<file path="src/rtl/rom_arb_pkg.sv">
// Shared types and constants for the two-requester ROM access arbiter.
// Includes the FSM state encoding, the requester indices and the default widths.
package rom_arb_pkg;

  localparam int ADDR_W_DEF = 8;
  localparam int DATA_W_DEF = 32;

  localparam logic REQ_A = 1'b0;
  localparam logic REQ_B = 1'b1;

  typedef enum logic [1:0] {
    IDLE    = 2'd0,
    ISSUE   = 2'd1,
    CAPTURE = 2'd2
  } arb_state_e;

  // Expands a requester index into a {B, A} one-hot strobe pair.
  function automatic logic [1:0] req_onehot(input logic idx);
    logic [1:0] oh;
    if (idx == REQ_B) begin
      oh = 2'b10;
    end else begin
      oh = 2'b01;
    end
    return oh;
  endfunction

endpackage

</file>
<file path="src/rtl/rom_arb_rr_pick.sv">
// Two-way winner selection: round-robin with a last-grant pointer, or fixed
// priority to requester A when FIXED_PRIO is non-zero.
module rom_arb_rr_pick
  import rom_arb_pkg::*;
#(
  parameter int FIXED_PRIO = 0
) (
  input  logic clk_i,
  input  logic rst_n_i,
  input  logic req_a_i,
  input  logic req_b_i,
  input  logic take_i,
  output logic any_o,
  output logic winner_o
);

  logic last_q;
  logic last_d;

  // Winner selection; a tie goes to whichever requester was not granted last.
  always_comb begin
    any_o    = req_a_i | req_b_i;
    winner_o = REQ_A;
    if (FIXED_PRIO != 0) begin
      if (req_a_i) begin
        winner_o = REQ_A;
      end else begin
        winner_o = REQ_B;
      end
    end else if (req_a_i && req_b_i) begin
      if (last_q == REQ_A) begin
        winner_o = REQ_B;
      end else begin
        winner_o = REQ_A;
      end
    end else if (req_b_i) begin
      winner_o = REQ_B;
    end else begin
      winner_o = REQ_A;
    end
  end

  // Pointer moves only when a grant is actually taken.
  always_comb begin
    if (take_i && any_o) begin
      last_d = winner_o;
    end else begin
      last_d = last_q;
    end
  end

  // Resetting the pointer to B makes A win the first tie.
  always_ff @(posedge clk_i) begin
    if (!rst_n_i) begin
      last_q <= REQ_B;
    end else begin
      last_q <= last_d;
    end
  end

endmodule

</file>
<file path="src/rtl/rom_access_arbiter.sv">
// Arbitrates a single synchronous ROM between a CPU fetch port (A) and a
// loader/debug port (B); one read per two cycles when back-to-back.
module rom_access_arbiter
  import rom_arb_pkg::*;
#(
  parameter int ADDR_W     = ADDR_W_DEF,
  parameter int DATA_W     = DATA_W_DEF,
  parameter int FIXED_PRIO = 0
) (
  input  logic              iClk,
  input  logic              iRst,
  input  logic              iReqA,
  input  logic              iReqB,
  input  logic [ADDR_W-1:0] iAddrA,
  input  logic [ADDR_W-1:0] iAddrB,
  output logic              oGntA,
  output logic              oGntB,
  output logic              oValidA,
  output logic              oValidB,
  output logic [DATA_W-1:0] oDataA,
  output logic [DATA_W-1:0] oDataB,
  output logic [ADDR_W-1:0] oRomAddr,
  output logic              oRomEnable,
  input  logic [DATA_W-1:0] iRomData,
  output logic              oBusy
);

  arb_state_e        state_q;
  logic              win_q;
  logic              gnt_a_q;
  logic              gnt_b_q;
  logic              valid_a_q;
  logic              valid_b_q;
  logic [DATA_W-1:0] data_a_q;
  logic [DATA_W-1:0] data_b_q;
  logic [ADDR_W-1:0] rom_addr_q;
  logic              rom_en_q;
  logic              busy_q;

  logic              arb_en_s;
  logic              any_s;
  logic              winner_s;
  logic [1:0]        win_oh_s;
  logic [ADDR_W-1:0] win_addr_s;

  // Requests are only looked at on the IDLE and CAPTURE edges.
  always_comb begin
    arb_en_s = (state_q == IDLE) || (state_q == CAPTURE);
    win_oh_s = req_onehot(winner_s);
    if (winner_s == REQ_B) begin
      win_addr_s = iAddrB;
    end else begin
      win_addr_s = iAddrA;
    end
  end

  rom_arb_rr_pick #(
    .FIXED_PRIO (FIXED_PRIO)
  ) u_pick (
    .clk_i    (iClk),
    .rst_n_i  (iRst),
    .req_a_i  (iReqA),
    .req_b_i  (iReqB),
    .take_i   (arb_en_s),
    .any_o    (any_s),
    .winner_o (winner_s)
  );

  // Read sequencer and registered outputs; strobes default low each cycle.
  always_ff @(posedge iClk) begin
    if (!iRst) begin
      state_q    <= IDLE;
      win_q      <= REQ_A;
      gnt_a_q    <= 1'b0;
      gnt_b_q    <= 1'b0;
      valid_a_q  <= 1'b0;
      valid_b_q  <= 1'b0;
      data_a_q   <= {DATA_W{1'b0}};
      data_b_q   <= {DATA_W{1'b0}};
      rom_addr_q <= {ADDR_W{1'b0}};
      rom_en_q   <= 1'b0;
      busy_q     <= 1'b0;
    end else begin
      gnt_a_q   <= 1'b0;
      gnt_b_q   <= 1'b0;
      valid_a_q <= 1'b0;
      valid_b_q <= 1'b0;
      case (state_q)
        ISSUE: begin
          state_q  <= CAPTURE;
          rom_en_q <= 1'b1;
          busy_q   <= 1'b1;
        end
        IDLE, CAPTURE: begin
          rom_en_q <= 1'b0;
          if (state_q == CAPTURE) begin
            if (win_q == REQ_B) begin
              data_b_q  <= iRomData;
              valid_b_q <= 1'b1;
            end else begin
              data_a_q  <= iRomData;
              valid_a_q <= 1'b1;
            end
          end
          if (any_s) begin
            state_q    <= ISSUE;
            busy_q     <= 1'b1;
            win_q      <= winner_s;
            rom_addr_q <= win_addr_s;
            gnt_a_q    <= win_oh_s[0];
            gnt_b_q    <= win_oh_s[1];
          end else begin
            state_q <= IDLE;
            busy_q  <= 1'b0;
          end
        end
        default: begin
          state_q  <= IDLE;
          rom_en_q <= 1'b0;
          busy_q   <= 1'b0;
        end
      endcase
    end
  end

  assign oGntA      = gnt_a_q;
  assign oGntB      = gnt_b_q;
  assign oValidA    = valid_a_q;
  assign oValidB    = valid_b_q;
  assign oDataA     = data_a_q;
  assign oDataB     = data_b_q;
  assign oRomAddr   = rom_addr_q;
  assign oRomEnable = rom_en_q;
  assign oBusy      = busy_q;

endmodule

</file>
<file path="config.mk">
export PLATFORM = sky130hd
export DESIGN_NAME = rom_access_arbiter
export DESIGN_NICKNAME = d
export VERILOG_FILES = /design/src/rtl/rom_arb_pkg.sv /design/src/rtl/rom_arb_rr_pick.sv /design/src/rtl/rom_access_arbiter.sv
export SDC_FILE = /design/constraint.sdc
export NUM_CORES = 1
export LEC_CHECK = 0
export ABC_AREA = 1
export BUFFER_PORTS_ARGS = -buffer_cell sky130_fd_sc_hd__buf_4
export CAP_MARGIN = 20
export CORE_MARGIN = 3
export CORE_UTILIZATION = 51
export DETAILED_ROUTE_END_ITERATION = 8
export PLACE_DENSITY = 0.85
export SYNTH_ARGS = -nofsm -noshare
export SYNTH_HDL_FRONTEND = slang
export SYNTH_SLANG_ARGS = --single-unit
</file>
<file path="constraint.sdc">
create_clock -name iClk -period 2 [get_ports iClk]
set_clock_uncertainty 0.2 [all_clocks]
set_input_delay 0 -clock iClk [delete_from_list [all_inputs] [get_ports iClk]]
set_output_delay 0 -clock iClk [all_outputs]
set_load 0.005 [all_outputs]
</file>
# After elaboration in Yosys (flattened, before gate mapping)
# Index checks and enable logic that the tools add are counted.
[word_totals]
register_bits = 82
latchBits = 0
mem_bits_rw = 0
rom_bits = 0
input_bits = 52
memories = 0
[op_classes]
n_addsub = 0
mul = 0
n_div = 0
n_lt_le_gt_ge = 0
n_eq_ne = 2
shift = 0
muxes = 12
bitwise = 2
reduce_logical = 10
[ops]
columns = ["operator", "count"]
rows = [
  ["AND reduction 3 bit", 4],
  ["2-to-1 mux 1 bit", 8],
  ["2-to-1 mux 8 bit", 1],
  ["one-hot mux 2 bit (2 select lines)", 1],
  ["== test 2 x 1 -> 1 bit (second input constant)", 1],
  ["== test 2 bit (second input constant)", 1],
  ["logical AND 1 bit", 2],
  ["zero test 2 bit", 1],
  ["2-to-1 mux 2 bit", 1],
  ["one-hot mux 1 bit (2 select lines)", 1],
  ["AND reduction 2 bit", 1],
  ["OR reduction 2 bit", 1],
  ["logical OR 1 bit", 1],
  ["NOT 1 bit", 1],
  ["bitwise OR 1 bit", 1],
]

# Depth between registers and ports, before layout
[depth]
depth_word = 3
depth_mapped = 6
ltp_nobuf = 5

# Modules after synthesis
# A second synthesis with hierarchy kept.
[unflattened]
cells_unflattened = 508
area_unflattened_um2 = 3360.7
[by_module_without_submodules]
columns = ["mod", "instances", "cells_per_inst", "area_each_um2", "seq_area_each_um2"]
rows = [
  ["rom_access_arbiter", 1, 500, 3304.4, 1601.5],
  ["rom_arb_rr_pick", 1, 8, 56.3, 20.0],
]

# Least setup slack after synthesis
# OpenSTA, ideal clock, no wires.
[synth_path]
path_kind = "reg2reg"
from = "reg win_q"
to = "reg data_a_q[0] (netlist: oDataA[0])"
setup_time_ps = 132
arrival_ps = 945
path_slack_ps = 723
path_stages_with_launch = 7
path_buffers = 2
path_cell_list = "dfxtp_1 > buf_2 > inv_1 > nand3_2 > buf_4 > nand2_1 > a21oi_1"
[synth_between]
elab_chain_len = 2
[synth_lines]
columns = ["item", "line_no", "text"]
rows = [
  ["start, declared", "rom_access_arbiter.sv:29", "logic win_q;"],
  ["start signal, assigned", "rom_access_arbiter.sv:108", "win_q <= winner_s;"],
  ["NOT 1 bit (no source line)", "n/a", ""],
  ["AND reduction 3 bit (no source line)", "n/a", ""],
  ["end signal, assigned", "rom_access_arbiter.sv:78", "data_a_q <= {DATA_W{1'b0}};"],
  ["end signal, assigned", "rom_access_arbiter.sv:101", "data_a_q <= iRomData;"],
  ["end, declared", "rom_access_arbiter.sv:34", "logic [DATA_W-1:0] data_a_q;"],
]
# Every way passes these cells.
# A chain may end at the register's enable or synchronous reset.

# Worst setup path after layout
[layout_path]
from = "reg state_q[0]"
to = "reg win_q"
[layout_between]
elab_chain_len = 3
elab_cells_between_ends = 4
classes_between = "1 x eq/ne; 3 x reduce/logical"
[layout_lines]
columns = ["item", "line_no", "text"]
rows = [
  ["start, declared", "rom_access_arbiter.sv:28", "arb_state_e state_q;"],
  ["start signal, assigned", "rom_access_arbiter.sv:72", "state_q <= IDLE;"],
  ["start signal, assigned", "rom_access_arbiter.sv:90", "state_q <= CAPTURE;"],
  ["start signal, assigned", "rom_access_arbiter.sv:106", "state_q <= ISSUE;"],
  ["== test 2 bit / zero test 2 bit (equally long branches)", "rom_access_arbiter.sv:88", "case (state_q)"],
  ["OR reduction 2 bit *", "rom_access_arbiter.sv:88", ""],
  ["AND reduction 2 bit (no source line) *", "n/a", ""],
]
# Mark *: on every way between the ends. The rest lies on a longest branch, timed or not.

==> flow_summary.toml <==
[synth]
async_flop_share_pct = 0
synth_top_area_share_pct = 51.1
synthesis.area_um2 = 3180
yosys-top-cells-count = "nand2_1, dfxtp_1, a21oi_1, nand4_1, nor2_1"
yosysTopAreaCell = "dfxtp_1"
yosysMostFrequentCell = "nand2_1"
synth_area_leaders = "dfxtp_1, nand4_1, nand2_1"
synth.distinct_cells = 19
synth.avg_cell_area_um2 = 7.96
synth_edf_count = 0
synthFlopType = "dfxtp_1"
synth_warnings = 0
ys_seq_area_share_pct = 51.1
syn_nets = 451
synthesis.instances = 399
ys_seq_elements = 81

[clock_tree]
cts.clk_slew.worst_paths_ps = 90
cts_tree = "built"
cts.path.max_buffers = 2
cts_made_buffers = 9
cts_sinks = 81
cts-htree-levels = 3
cts_root_buf = "clkbuf_8"
clock_latency_ps = 340
postCtsSetupRepairBufs = 0

[placement]
hpwl_um = 6140
post-place-ws_ps = 159
io_buffers = 129
gp_congestion = 0.805
dpl.cell_count = 576

[sta]
relSlewSlack_pct = 72.7
setup_viol = 0
worstMarginPinSlew_ps = 409
clock.fmax_mhz = 530
hold_violations = 0
finalSetupTns_ps = 0
fin_ws_ps = 115
whs_ps = 267
rsz0062_at_grt = "false"
finalCritPeriodShare_pct = 94.3
fin_crit_ps = 1890
slew_violations = 0

[detailed_routing]
wl_per_cell_um = 17.8
viasPerCell = 5.78
vias = 3771
first_pass_iters = 6
final_antenna_net_count = 0
initialDrtViolationCount = 323
drc_errors = 0
wirelength_um = 11600

[critical_path]
path_max_fanout = 20
worstSetupStartpointType = "register"
cp-end-kind = "register"
crit_path_cell_trace = "inv_2, o21ai_2, nand2_1, a21oi_1, dlygate4sd3_1"
cp_slowest_stage_delay_ps = 560
arrival_ps = 1920
crit_required_ps = 2040
cp_slowest_cell = "dlygate4sd3_1"
path_class = "register to register"
cp_top_family = "buffers and inverters"
worst-path-buf-inv = 2

[grt]
grtUsageTotal_pct = 31.9
grt-ovfl-total = 0
grt_max_degree = 69
antenna_found_initial = 0
met3_usage_pct = 6.21
grt_pass1_vias = 3658
grt-busiest-layer = "met2"
met1_usage_pct = 37.3
grt_pass1_wl_um = 18300
use_met2_pct = 56.0

[final_layout]
num-nets-final = 625
instances_no_fill = 652
syn_to_final_growth_pct = 55.0
diodes = 0
drive_gt1_share_pct = 27.9
utilization_pct = 82.2

[die]
coreArea_um2 = 5990
die_h_um = 84.9
num_rows = 28
start_util_pct = 53.0
dieArea_um2 = 7210
io_pins = 130
die_w_um = 84.9

[flow_run]
maxCapViolCount = 0

[pwr]
vdd_drop_max_uv = 502
powerDensity_nw_per_um2 = 672
p_leak_nw = 2.05

[status]
outcome = "finished clean"

[min_path]
hp-class = "register to register"
==> cells in the final DEF (no fill, tap or decap) <==
cell / instances
buf_4: 139
nand2_1: 92
dfxtp_1: 80
a21oi_1: 66
nand4_1: 64
dlygate4sd3_1: 61
nor2_1: 21
nand3_1: 11
inv_1: 10
clkbuf_8: 10
a21boi_0: 8
inv_2: 2
clkinv_2: 2
clkbuf_1: 2
nand3_4: 1
nor2_2: 1
o21ai_2: 1
nand2_4: 1
or2_2: 1
o21ai_1: 1
clkinvlp_4: 1
dfxtp_2: 1
buf_12: 1
==> flip-flops by register name (all words and copies together), names as in the netlist <==
name / count
oDataA: 32
oDataB: 32
oRomAddr: 8
oBusy: 1
oGntA: 1
oGntB: 1
oRomEnable: 1
oValidA: 1
oValidB: 1
state_q: 1
u_pick.last_q: 1
win_q: 1
==> final cells by class <==
class / count / area (µm²)
Clock buffer: 12 / 145
Sequential cell: 81 / 1620
Clock inverter: 3 / 17.5
Fill cell: 350 / 1070
Timing Repair Buffer: 201 / 1670
Multi-Input combinational cell: 268 / 1330
Inverter: 12 / 45.0
Tap cell: 75 / 93.8
==> where the power goes <==
part / total [mW] / leakage (nW) / internal, mW / switching [mW]
clock network: 1.03 / 0.0822 / 0.475 / 0.555
registers: 1.71 / 0.658 / 1.67 / 0.0408
logic: 0.572 / 1.31 / 0.279 / 0.294
total: 3.31 / 2.05 / 2.42 / 0.889
==> worst register-to-register path, delay by kind of cell, from the launching register on <==
kind / cells / cell delay, ps
AO/OA/AOI/OAI: 2 / 280
AND/OR/NAND/NOR: 1 / 110
flip-flops: 1 / 340
buffers and inverters: 2 / 850
==> timing repair <==
item / in CTS / in global routing
endpoints found under the setup margin: 0 / 22
hold buffers: 61 / 0
endpoints found under the hold margin: 78 / 0
resized for setup: 0 / 3
==> per-layer routing <==
layer  share of wire (%)  vias to the layer above  routed length, µm
met1                  36                     1719               4210
met2                  51                      278               5900
met4                 4.1                        0                478
met3                 8.7                       50               1010
met5                   0                        -                  0
li1                    -                     1724                  -
==> stage by stage <==
stage / total power, mW / area, µm²
final: 3.31 / 4920
after floorplan: 1.96 / 3180
after global routing: 3.44 / 4920
after global placement: 2.16 / 4140
after CTS: 3.27 / 4910
after detailed placement: 2.17 / 4140
==> final timing paths <==
path	to	start	cells after the start	slack, ps
worst max-delay path	win_q$_SDFFE_PN0P_	state_q[0]$_SDFF_PN0_	5	110
worst max register to register	win_q$_SDFFE_PN0P_	state_q[0]$_SDFF_PN0_	5	110
worst min register to register	oDataB[9]$_SDFFE_PN0P_	oDataB[9]$_SDFFE_PN0P_	2	270
worst min-delay path	oDataB[9]$_SDFFE_PN0P_	oDataB[9]$_SDFFE_PN0P_	2	270
==> cells by family after synthesis <==
| kind of cell | share of synthesized area (%) |
|---|---|
| flops | 51.1 |
| simple gates | 28.5 |
| buf+inv | 7.68 |
| compound gates | 12.7 |
Note: power is estimated with default switching activity, not from simulation.
